==> src/rtl/fault_freeze_ctrl_pkg.sv <==
// Shared types and constants for the fault freeze sequencer.
// Package name: fault_freeze_pkg.
package fault_freeze_pkg;

    // Fixed state encodings, also exported on state_dbg.
    typedef enum logic [2:0] {
        IDLE    = 3'd0,
        DRAIN   = 3'd1,
        RECOVER = 3'd2,
        SETTLE  = 3'd3,
        FATAL   = 3'd4
    } state_t;

    localparam int FAULT_CNT_W = 8;

    // Width of the retry counter; never narrower than one bit.
    function automatic int retry_w(input int max_retries);
        return (max_retries < 1) ? 1 : $clog2(max_retries + 1);
    endfunction

    // Saturating increment for the accepted-fault counter.
    function automatic logic [FAULT_CNT_W-1:0] sat_inc(input logic [FAULT_CNT_W-1:0] v);
        return (v == {FAULT_CNT_W{1'b1}}) ? v : v + FAULT_CNT_W'(1);
    endfunction

endpackage

==> src/rtl/fault_freeze_ctrl_if.sv <==
// Signal bundle between the freeze sequencer and its environment.
//
// Handshake: recover_start is a one-cycle pulse from the sequencer that
// launches a restore; recover_done is a one-cycle pulse back from the
// checkpoint-restore unit and is only acted on while the sequencer is in
// RECOVER (a pulse at any other time is dropped). fault_in is a level,
// sampled on every rising edge.
interface fault_freeze_ctrl_if #(
    parameter int RETRY_W = 2
);
    import fault_freeze_pkg::*;

    logic                   fault_in;
    logic                   recover_done;
    logic                   freeze_en;
    logic                   recover_start;
    logic                   fatal;
    logic [2:0]             state_dbg;
    logic [RETRY_W-1:0]     retry_cnt;
    logic [FAULT_CNT_W-1:0] fault_cnt;

    modport master (
        input  fault_in, recover_done,
        output freeze_en, recover_start, fatal, state_dbg, retry_cnt, fault_cnt
    );

    modport slave (
        output fault_in, recover_done,
        input  freeze_en, recover_start, fatal, state_dbg, retry_cnt, fault_cnt
    );

endinterface

==> src/rtl/fault_freeze_ctrl_timer.sv <==
// freeze_timer: loadable down-counter that stops at zero.
// o_expired is high whenever the count has reached zero.
module freeze_timer #(
    parameter int WIDTH = 3
) (
    input  logic             clk,
    input  logic             rst_n,
    input  logic             i_load,
    input  logic [WIDTH-1:0] i_load_val,
    output logic [WIDTH-1:0] o_value,
    output logic             o_expired
);

    logic [WIDTH-1:0] r_value;

    // Load takes priority; otherwise count down until zero and hold there.
    always_ff @(posedge clk or negedge rst_n) begin
        if (!rst_n) begin
            r_value <= '0;
        end else if (i_load) begin
            r_value <= i_load_val;
        end else if (r_value != '0) begin
            r_value <= r_value - WIDTH'(1);
        end
    end

    assign o_value   = r_value;
    assign o_expired = (r_value == '0);

endmodule

==> src/rtl/fault_freeze_ctrl.sv <==
// fault_freeze_ctrl: freeze request sequencer
// IDLE -> DRAIN -> RECOVER -> SETTLE -> IDLE, with bounded retries and a
// sticky FATAL. Optional RECOVER watchdog built when FAULT_FREEZE_TIMEOUT_EN
// is defined.
module fault_freeze_ctrl
    import fault_freeze_pkg::*;
#(
    parameter int HOLD_CYCLES    = 4,
    parameter int MAX_RETRIES    = 2,
    parameter int TIMEOUT_CYCLES = 64
) (
    input  logic                clk,
    input  logic                rst_n,
    fault_freeze_ctrl_if.master ctrl_bus
);

    localparam int RETRY_W = retry_w(MAX_RETRIES);
    localparam int HOLD_W  = $clog2(HOLD_CYCLES + 1);
    localparam logic [RETRY_W-1:0] MAX_RETRY_V = RETRY_W'(MAX_RETRIES);

    state_t                 r_state;
    logic                   r_freeze_en;
    logic                   r_recover_start;
    logic                   r_fatal;
    logic [RETRY_W-1:0]     r_retry_cnt;
    logic [FAULT_CNT_W-1:0] r_fault_cnt;

    logic              w_hold_load;
    logic [HOLD_W-1:0] w_hold_val;
    logic [HOLD_W-1:0] w_hold_value_unused;
    logic              w_hold_expired;
    logic              w_wdog_expired;
    logic              w_fail;
    logic              w_retry_ok;
    logic              w_to_drain;
    logic              w_to_settle;
    logic              w_to_recover;

    // A failed attempt is a fault during SETTLE or a watchdog expiry in
    // RECOVER that is not rescued by a same-cycle recover_done.
    assign w_retry_ok   = (r_retry_cnt < MAX_RETRY_V);
    assign w_fail       = ((r_state == SETTLE) && ctrl_bus.fault_in) ||
                          ((r_state == RECOVER) && !ctrl_bus.recover_done && w_wdog_expired);
    assign w_to_drain   = ((r_state == IDLE) && ctrl_bus.fault_in) || (w_fail && w_retry_ok);
    assign w_to_settle  = (r_state == RECOVER) && ctrl_bus.recover_done;
    assign w_to_recover = (r_state == DRAIN) && w_hold_expired;

    // DRAIN counts HOLD_CYCLES-1 down to 0 (HOLD_CYCLES cycles); SETTLE
    // loads one more so freeze_en drops HOLD_CYCLES+1 edges after recover_done.
    assign w_hold_load = w_to_drain || w_to_settle;
    assign w_hold_val  = w_to_settle ? HOLD_W'(HOLD_CYCLES) : HOLD_W'(HOLD_CYCLES - 1);

    freeze_timer #(.WIDTH(HOLD_W)) u_hold_timer (
        .clk        (clk),
        .rst_n      (rst_n),
        .i_load     (w_hold_load),
        .i_load_val (w_hold_val),
        .o_value    (w_hold_value_unused),
        .o_expired  (w_hold_expired)
    );

`ifdef FAULT_FREEZE_TIMEOUT_EN
    localparam int WDOG_W = $clog2(TIMEOUT_CYCLES + 1);
    logic [WDOG_W-1:0] w_wdog_value_unused;

    // Watchdog is armed on RECOVER entry and expires after TIMEOUT_CYCLES cycles there.
    freeze_timer #(.WIDTH(WDOG_W)) u_wdog_timer (
        .clk        (clk),
        .rst_n      (rst_n),
        .i_load     (w_to_recover),
        .i_load_val (WDOG_W'(TIMEOUT_CYCLES - 1)),
        .o_value    (w_wdog_value_unused),
        .o_expired  (w_wdog_expired)
    );
`else
    localparam int timeout_cycles_unused = TIMEOUT_CYCLES;
    assign w_wdog_expired = 1'b0;
`endif

    // Main sequencer: state plus all registered outputs.
    always_ff @(posedge clk or negedge rst_n) begin
        if (!rst_n) begin
            r_state         <= IDLE;
            r_freeze_en     <= 1'b0;
            r_recover_start <= 1'b0;
            r_fatal         <= 1'b0;
            r_retry_cnt     <= '0;
            r_fault_cnt     <= '0;
        end else begin
            r_recover_start <= 1'b0;
            case (r_state)
                IDLE: begin
                    if (ctrl_bus.fault_in) begin
                        r_state     <= DRAIN;
                        r_freeze_en <= 1'b1;
                        r_retry_cnt <= '0;
                        r_fault_cnt <= sat_inc(r_fault_cnt);
                    end
                end
                DRAIN: begin
                    if (w_to_recover) begin
                        r_state         <= RECOVER;
                        r_recover_start <= 1'b1;
                    end
                end
                RECOVER: begin
                    if (w_to_settle) begin
                        r_state <= SETTLE;
                    end else if (w_fail) begin
                        if (w_retry_ok) begin
                            r_state     <= DRAIN;
                            r_retry_cnt <= r_retry_cnt + RETRY_W'(1);
                        end else begin
                            r_state <= FATAL;
                            r_fatal <= 1'b1;
                        end
                    end
                end
                SETTLE: begin
                    if (w_fail) begin
                        r_fault_cnt <= sat_inc(r_fault_cnt);
                        if (w_retry_ok) begin
                            r_state     <= DRAIN;
                            r_retry_cnt <= r_retry_cnt + RETRY_W'(1);
                        end else begin
                            r_state <= FATAL;
                            r_fatal <= 1'b1;
                        end
                    end else if (w_hold_expired) begin
                        r_state     <= IDLE;
                        r_freeze_en <= 1'b0;
                    end
                end
                FATAL: begin
                    r_state <= FATAL;
                end
                default: begin
                    r_state     <= FATAL;
                    r_freeze_en <= 1'b1;
                    r_fatal     <= 1'b1;
                end
            endcase
        end
    end

    assign ctrl_bus.freeze_en     = r_freeze_en;
    assign ctrl_bus.recover_start = r_recover_start;
    assign ctrl_bus.fatal         = r_fatal;
    assign ctrl_bus.state_dbg     = r_state;
    assign ctrl_bus.retry_cnt     = r_retry_cnt;
    assign ctrl_bus.fault_cnt     = r_fault_cnt;

endmodule

==> src/flat_wrapper.sv <==
// flat-port wrapper written by rule: the top's interface ports become plain ports
module fault_freeze_ctrl_flat import fault_freeze_pkg::*;
#(
    parameter int HOLD_CYCLES    = 4,
    parameter int MAX_RETRIES    = 2,
    parameter int TIMEOUT_CYCLES = 64
)
  (clk, rst_n, ctrl_bus_fault_in, ctrl_bus_recover_done, ctrl_bus_freeze_en, ctrl_bus_recover_start, ctrl_bus_fatal, ctrl_bus_state_dbg, ctrl_bus_retry_cnt, ctrl_bus_fault_cnt);
  fault_freeze_ctrl_if #(.RETRY_W((retry_w((2))))) ctrl_bus_i ();
  input  logic clk;
  input  logic rst_n;
  input wire logic [$bits(ctrl_bus_i.fault_in)-1:0] ctrl_bus_fault_in;
  input wire logic [$bits(ctrl_bus_i.recover_done)-1:0] ctrl_bus_recover_done;
  output wire logic [$bits(ctrl_bus_i.freeze_en)-1:0] ctrl_bus_freeze_en;
  output wire logic [$bits(ctrl_bus_i.recover_start)-1:0] ctrl_bus_recover_start;
  output wire logic [$bits(ctrl_bus_i.fatal)-1:0] ctrl_bus_fatal;
  output wire logic [$bits(ctrl_bus_i.state_dbg)-1:0] ctrl_bus_state_dbg;
  output wire logic [$bits(ctrl_bus_i.retry_cnt)-1:0] ctrl_bus_retry_cnt;
  output wire logic [$bits(ctrl_bus_i.fault_cnt)-1:0] ctrl_bus_fault_cnt;
  assign ctrl_bus_i.fault_in = ctrl_bus_fault_in;
  assign ctrl_bus_i.recover_done = ctrl_bus_recover_done;
  assign ctrl_bus_freeze_en = ctrl_bus_i.freeze_en;
  assign ctrl_bus_recover_start = ctrl_bus_i.recover_start;
  assign ctrl_bus_fatal = ctrl_bus_i.fatal;
  assign ctrl_bus_state_dbg = ctrl_bus_i.state_dbg;
  assign ctrl_bus_retry_cnt = ctrl_bus_i.retry_cnt;
  assign ctrl_bus_fault_cnt = ctrl_bus_i.fault_cnt;
  fault_freeze_ctrl #(.HOLD_CYCLES(HOLD_CYCLES), .MAX_RETRIES(MAX_RETRIES), .TIMEOUT_CYCLES(TIMEOUT_CYCLES)) u_core (.clk(clk), .rst_n(rst_n), .ctrl_bus(ctrl_bus_i));
endmodule
==> config.mk <==
export PLATFORM = sky130hd
export DESIGN_NAME = fault_freeze_ctrl_flat
export DESIGN_NICKNAME = d
export VERILOG_FILES = /design/src/rtl/fault_freeze_ctrl_pkg.sv /design/src/rtl/fault_freeze_ctrl_if.sv /design/src/rtl/fault_freeze_ctrl_timer.sv /design/src/rtl/fault_freeze_ctrl.sv /design/src/flat_wrapper.sv
export SDC_FILE = /design/constraint.sdc
export NUM_CORES = 1
export LEC_CHECK = 0
export ABC_CLOCK_PERIOD_IN_PS = 1900
export CAP_MARGIN = 20
export CELL_PAD_IN_SITES_DETAIL_PLACEMENT = 1
export CELL_PAD_IN_SITES_GLOBAL_PLACEMENT = 1
export CORE_UTILIZATION = 35
export DETAILED_ROUTE_END_ITERATION = 8
export GPL_ROUTABILITY_DRIVEN = 1
export PLACE_DENSITY = 0.71
export SLEW_MARGIN = 5
export SYNTH_ARGS = -nofsm -noshare
export SYNTH_HDL_FRONTEND = slang
export SYNTH_HIERARCHICAL = 1
export SYNTH_SLANG_ARGS = --single-unit
export TNS_END_PERCENT = 30
==> constraint.sdc <==
create_clock -name clk -period 1.9 [get_ports clk]
set_clock_uncertainty 0.2 [all_clocks]
set_input_delay 0.285 -clock clk [delete_from_list [all_inputs] [get_ports clk]]
set_output_delay 0.285 -clock clk [all_outputs]
set_load 0.03 [all_outputs]
* Word level (Yosys, flattened, before mapping)
Index checks and enable logic that the tools add are counted.
** Storage, ports and cells
- Bits in registers :: 19
- Input bits :: 4
- Output and inout bits :: 16
- Word-level logic and storage cells :: 76
** Cells by class
- $add $sub $neg :: 3
- Order comparisons :: 1
- Eq/ne operators :: 13
- Mux-type cells :: 30
- Bitwise gates (word level) :: 2
- Reductions and logical operators :: 20
** Operators with widths (number)
- 3-bit 2-to-1 mux :: 10
- 8-bit 2-to-1 mux :: 3
- 8-bit case mux with 2 select lines :: 1
- 3-bit case mux with 4 select lines :: 1
- 8-bit by 1-bit adder with 8-bit output, second input constant :: 1
- 8-bit equality test, second input constant :: 1
- 1-bit 2-to-1 mux :: 8
- 2-bit 2-to-1 mux :: 4
- 4-bit AND reduction :: 2
- 3-bit by 2-bit equality test with 1-bit output, second input constant :: 2
- 3-bit zero test :: 2
- 2-bit by 1-bit inequality test with 1-bit output, second input constant :: 3
- 2-bit inequality test, second input constant :: 3
- 3-bit by 1-bit inequality test with 1-bit output, second input constant :: 2
- 1-bit case mux with 3 select lines :: 2
- 2-bit case mux with 3 select lines :: 1
- 3-bit AND reduction :: 2
- 3-bit nonzero test :: 2
- 3-bit OR reduction :: 2
- 1-bit logical AND :: 5
- 2-bit nonzero test :: 2
- 3-bit by 1-bit equality test with 1-bit output, second input constant :: 1
- 3-bit equality test, second input constant :: 1
- 3-bit by 1-bit subtractor with 3-bit output, second input constant :: 1
- 5 further kinds :: 7

* Logic depth before layout (Yosys ltp)
- Depth after elaboration :: 6
- Gate-level depth with buffers :: 7
- Mapped depth without buffers :: 7

* Hierarchy
Netlist, hierarchy kept.
** Modules (own cells, without submodules)
- fault_freeze_ctrl :: instances 1, cells each 90, area an instance 892.1 µm², sequential area each 400.4 µm²
- freeze_timer :: instances 1, cells each 21, area an instance 200.2 µm², sequential area each 75.1 µm²

* Worst setup path before layout
No wires, ideal clock.
- Kind :: reg-to-reg
- From :: reg u_core.r_state[0] (netlist: u_core/ctrl_bus.state_dbg[0])
- To :: reg u_core.u_hold_timer.r_value[0] (netlist: u_core/u_hold_timer/o_value[0])
- Library setup time :: 104 ps
- Data arrival time :: 1786 ps
- Required time :: 1596 ps
- Slack :: -190 ps
- Cell stages (with the launch flop) :: 8
- Path buffers :: 2
- Cell sequence :: dfrtp_1 buf_6 clkbuf_1 and3b_1 o21ai_0 a21oi_1 nor2b_1 a221oi_1
** Between the ends
- Cells in the longest elaborated chain, start to end :: 6
** RTL lines
- start, declared :: RTL line fault_freeze_ctrl.sv:21 : state_t r_state;
- start signal, assigned :: RTL line fault_freeze_ctrl.sv:83 : r_state <= IDLE;
- start signal, assigned :: RTL line fault_freeze_ctrl.sv:94 : r_state <= DRAIN;
- start signal, assigned :: RTL line fault_freeze_ctrl.sv:102 : r_state <= RECOVER;
- 3-bit by 2-bit equality test with 1-bit output :: RTL line fault_freeze_ctrl.sv:42 : assign w_fail = ((r_state == SETTLE) && ctrl_bus.fault_in) ||
- 1-bit logical AND :: RTL line fault_freeze_ctrl.sv:42
- 1-bit logical AND :: RTL line fault_freeze_ctrl.sv:44 : assign w_to_drain = ((r_state == IDLE) && ctrl_bus.fault_in) || (w_fail && w_retry_ok);
- 1-bit logical OR :: RTL line fault_freeze_ctrl.sv:44
- 1-bit logical OR (*) :: RTL line fault_freeze_ctrl.sv:50 : assign w_hold_load = w_to_drain || w_to_settle;
- net u_core.w_hold_load :: RTL line fault_freeze_ctrl.sv:28 : logic w_hold_load;
- 3-bit 2-to-1 mux / 2-bit nonzero test (equally long branches)
- end signal, assigned :: RTL line fault_freeze_ctrl_timer.sv:21 : r_value <= i_load_val;
- end signal, assigned :: RTL line fault_freeze_ctrl_timer.sv:23 : r_value <= r_value - WIDTH'(1);
- end, declared :: RTL line fault_freeze_ctrl_timer.sv:14 : logic [WIDTH-1:0] r_value;
Mark *: on every way through the listed nets, which the timed path passes. The rest lies on a longest branch.
A chain may end at the register's enable or synchronous reset.

* Final worst setup path
- From :: reg u_core.r_state[0] (netlist: u_core/ctrl_bus.state_dbg[0])
- To :: reg u_core.r_fault_cnt[4] (netlist: u_core/ctrl_bus.fault_cnt[4])
** Between the ends
- Cells in the longest elaborated chain, start to end :: 4
** RTL lines
- 3-bit by 2-bit equality test with 1-bit output :: RTL line fault_freeze_ctrl.sv:42, fault_freeze_ctrl.sv:91
- 1-bit logical AND :: RTL line fault_freeze_ctrl.sv:42
- 2-bit by 1-bit inequality test with 1-bit output (no source line)
- 3-bit AND reduction (no source line)
- end signal, assigned :: RTL line fault_freeze_ctrl.sv:97 : r_fault_cnt <= sat_inc(r_fault_cnt);
- end signal, assigned :: RTL line fault_freeze_ctrl.sv:121 : r_fault_cnt <= sat_inc(r_fault_cnt);
- end, declared :: RTL line fault_freeze_ctrl.sv:26 : logic [FAULT_CNT_W-1:0] r_fault_cnt;
Parallel ways exist; a longest one is shown, timed or not.

==> run_results.csv <==
group,metric,value,unit
placed_design,gp_congestion,0.719,
drt,drtPass1Iterations,6,
placed_design,numPortBuffers,19,
job,maxCapViolCount,0,
placed_design,place_area,1430,sq um
power,p_leak,0.676,nW
yosys,synth_top_area_share,43.5,%
yosys,yosysTopAreaCell,"dfrtp_1",
global_route,antenna_found_initial,0,
die,core_area,2850,sq um
status,status,"finished, violations left",
drt,drc_errors,2,
die,boundaryPins,20,
die,die_width,57.9,um
sta,min_period_over_period,97.5,%
critical_path,r2r_end,"u_core/ctrl_bus.fault_cnt[4]",
sta,fmax,540,MHz
critical_path,crit_required,1.88,ns
critical_path,critPathCapture,"u_core/ctrl_bus.fault_cnt[4]",
critical_path,crit_type,"reg -> reg",
cts,cts_tree,"built",
sta,tightestPinTransition,0.337,ns
drt,wire_per_inst,14.9,um
final_layout,fin_area,1440,sq um
critical_path,critPathMaxStageDelay,0.54,ns
global_route,grt_use_met3,2.90,%
yosys,syn_area,1090,sq um
sta,final_hold_viol_count,0,
drt,routed_wirelength,2.66,mm
global_route,grt_util_met1,22.3,%
sta,hold_ws,0.114,ns
critical_path,worst_setup_path_end_kind,"flip-flop",
critical_path,crit_chain,"xor2_2 > or4_1 > mux2_1",
critical_path,path_max_fanout,9,
cts,cts_buffers,3,
cts,clock_sink_count,19,
global_route,grt_pass1_wl,4.53,mm
global_route,track_usage,17.5,%
cts,root_buffer,"clkbuf_4",
yosys,yosys_warnings,6,
yosys,yosysSeqAreaShare,43.5,%
global_route,grt_remaining_overflow,0,
yosys,synth-async-reset-ratio,100,%
final_layout,nNetsFinal,155,
drt,vias,990,
drt,vias_per_cell,5.56,
cts,clk_pin_slew,0.11,ns
die,dieArea,3350,sq um
global_route,grt_pass1_vias,1023,
cts,cts_setup_buffers,0,
yosys,synth_edf_count,0,
status,violations,"design-rule violations",
yosys,synthCells,111,
sta,fin_crit,1.85,ns
yosys,synth_ff_type,"dfrtp_1",
die,die_h,57.9,um
yosys,synth_fp_nets,118,
final_layout,drive_above_1_share,22.4,%
final_layout,syn2layout_area_growth,32.1,%
cts,postCtsHoldBufs,0,
yosys,ys_ff_latch,19,
cts,postCtsResizedCells,13,
critical_path,cp.depth,3,
sta,slew_headroom,77.4,%
critical_path,crit_arrival,1.84,ns
critical_path,r2r_slack,0.05,ns
placed_design,dpl.hpwl,2.08,mm
final_layout,post-route-util,50.6,%
drt,ant_nets,0,
final_layout,antenna_cells,0,
sta,report.final.slew_viol_count,0,
power,power_density,439,nW/um^2
global_route,met2_usage,31.4,%
yosys,synth_top_cells_by_area,"dfrtp_1 (44%), o21ai_0 (4.6%), mux2_2 (4.1%), ha_1 (3.4%), inv_1 (3.4%)",
drt,drtIter0Drc,18,
critical_path,crit_buf_inv,0,
sta,setup_violations,0,
critical_path,cp_top_family,"simple AND/OR/NAND/NOR gates",
critical_path,worstSetupStartpointType,"flip-flop",
critical_path,crit_path_top_delay_cell,"or4_1",
cts,cts_buffer_depth,2,
global_route,grt_max_degree,20,
cts,worstSkewPairLatency,0.29,ns
die,initial_core_util,38.3,%
yosys,synth.distinct_cells,38,
sta,rsz0062_at_grt,"no",
global_route,busiest_layer,"met2",
critical_path,r2r_cells,3,
hold_path,min_path_type,"in -> async",
cts,htree_levels,1,
yosys,syn_area_per_cell,9.84,sq um
critical_path,startpoint,"u_core/ctrl_bus.state_dbg[0]",
die,fp-row-count,19,
critical_path,regToRegStartpoint,"u_core/ctrl_bus.state_dbg[0]",
power,vdd_drop_max,0.201,mV
[final cells by class]
type,instances,area (sq um)
multi-input cells,77,548
well taps,31,38.8
repair buffers,37,312
flip-flops and latches,19,480
inverters,10,37.5
clock buffers,4,26.3
fillers,343,1410
[stage by stage]
stage / total power [mW] / TNS (ns) / std cells / worst slack [ns]
after CTS: 0.649 / 0 / 178 / 0.0195
after global placement: 0.439 / -0.707 / 174 / -0.160
after detailed placement: 0.440 / -1.05 / 174 / -0.206
final: 0.633 / 0 / 178 / 0.0476
after floorplan: 0.418 / -0.0313 / 111 / -0.0204
after global routing: 0.665 / 0 / 178 / 0.00325
[how the worst min path moves through the flow]
stage	startpoint	endpoint
after global placement	u_core/ctrl_bus.fatal	u_core/ctrl_bus.fatal
after detailed placement	u_core/ctrl_bus.fatal	u_core/ctrl_bus.fatal
final	rst_n	u_core/ctrl_bus.state_dbg[1]
after CTS	rst_n	u_core/ctrl_bus.state_dbg[1]
after global routing	rst_n	u_core/ctrl_bus.retry_cnt[1]
after floorplan	rst_n	u_core/ctrl_bus.fatal
[flip-flops by register name, summed over array words and instances (netlist names)]
name	count
u_core/ctrl_bus.freeze_en	1
u_core/ctrl_bus.retry_cnt	2
u_core/ctrl_bus.fault_cnt	8
u_core/ctrl_bus.recover_start	1
u_core/ctrl_bus.state_dbg	3
u_core/ctrl_bus.fatal	1
u_core/u_hold_timer/o_value	3
[synth_stat cells, types with 2 or more instances]
master	count
dfrtp_1	19
inv_1	10
o21ai_0	10
nor2b_1	6
nand2_1	5
a31oi_1	4
mux2_2	4
nand2b_1	4
nand3_1	4
xnor2_1	4
a21oi_1	3
ha_1	3
nor2_1	3
nor4_1	3
a22o_1	2
buf_2	2
buf_6	2
nor4b_1	2
o2111ai_1	2
[cell usage in the layout, fill, tap and decap left out, types with 2 or more instances in the layout]
master / instances
a21oi_1: 2
a22o_1: 2
a31oi_1: 4
buf_4: 18
clkbuf_4: 3
clkdlybuf4s50_1: 5
dfrtp_1: 15
dfrtp_2: 4
dlygate4sd2_1: 13
ha_1: 3
inv_1: 10
mux2_2: 4
nand2_1: 5
nand2b_1: 4
nand3_1: 4
nor2_1: 3
nor2b_1: 6
nor4_1: 3
nor4b_1: 2
o2111ai_1: 2
o21ai_0: 9
xnor2_1: 4
[logic make-up (layout without fill, tap and decap cells)]
logic type	count (synthesis)	count (layout)	share of synthesized area, %
buf+inv	15	51	6.76
flops	19	19	43.5
fa+ha+maj	3	3	3.44
compound gates	27	27	16.0
mux	5	5	5.15
simple gates	37	37	20.4
xor+xnor	5	5	4.70
[metal layers]
layer  routed length (um)  up-vias
li1                     -      478
met1                 1210      498
met2                 1390       14
met3                   68        0
met4                    0        0
met5                    0        -
[where the power goes]
| group | switching [mW] | internal (mW) | leakage [nW] | total (mW) |
|---|---|---|---|---|
| clock network | 0.121 | 0.0815 | 0.0150 | 0.203 |
| logic | 0.0136 | 0.0128 | 0.416 | 0.0264 |
| registers | 0 | 0.404 | 0.245 | 0.404 |
| total | 0.135 | 0.498 | 0.676 | 0.633 |
Note: power is estimated with default switching activity, not from simulation.
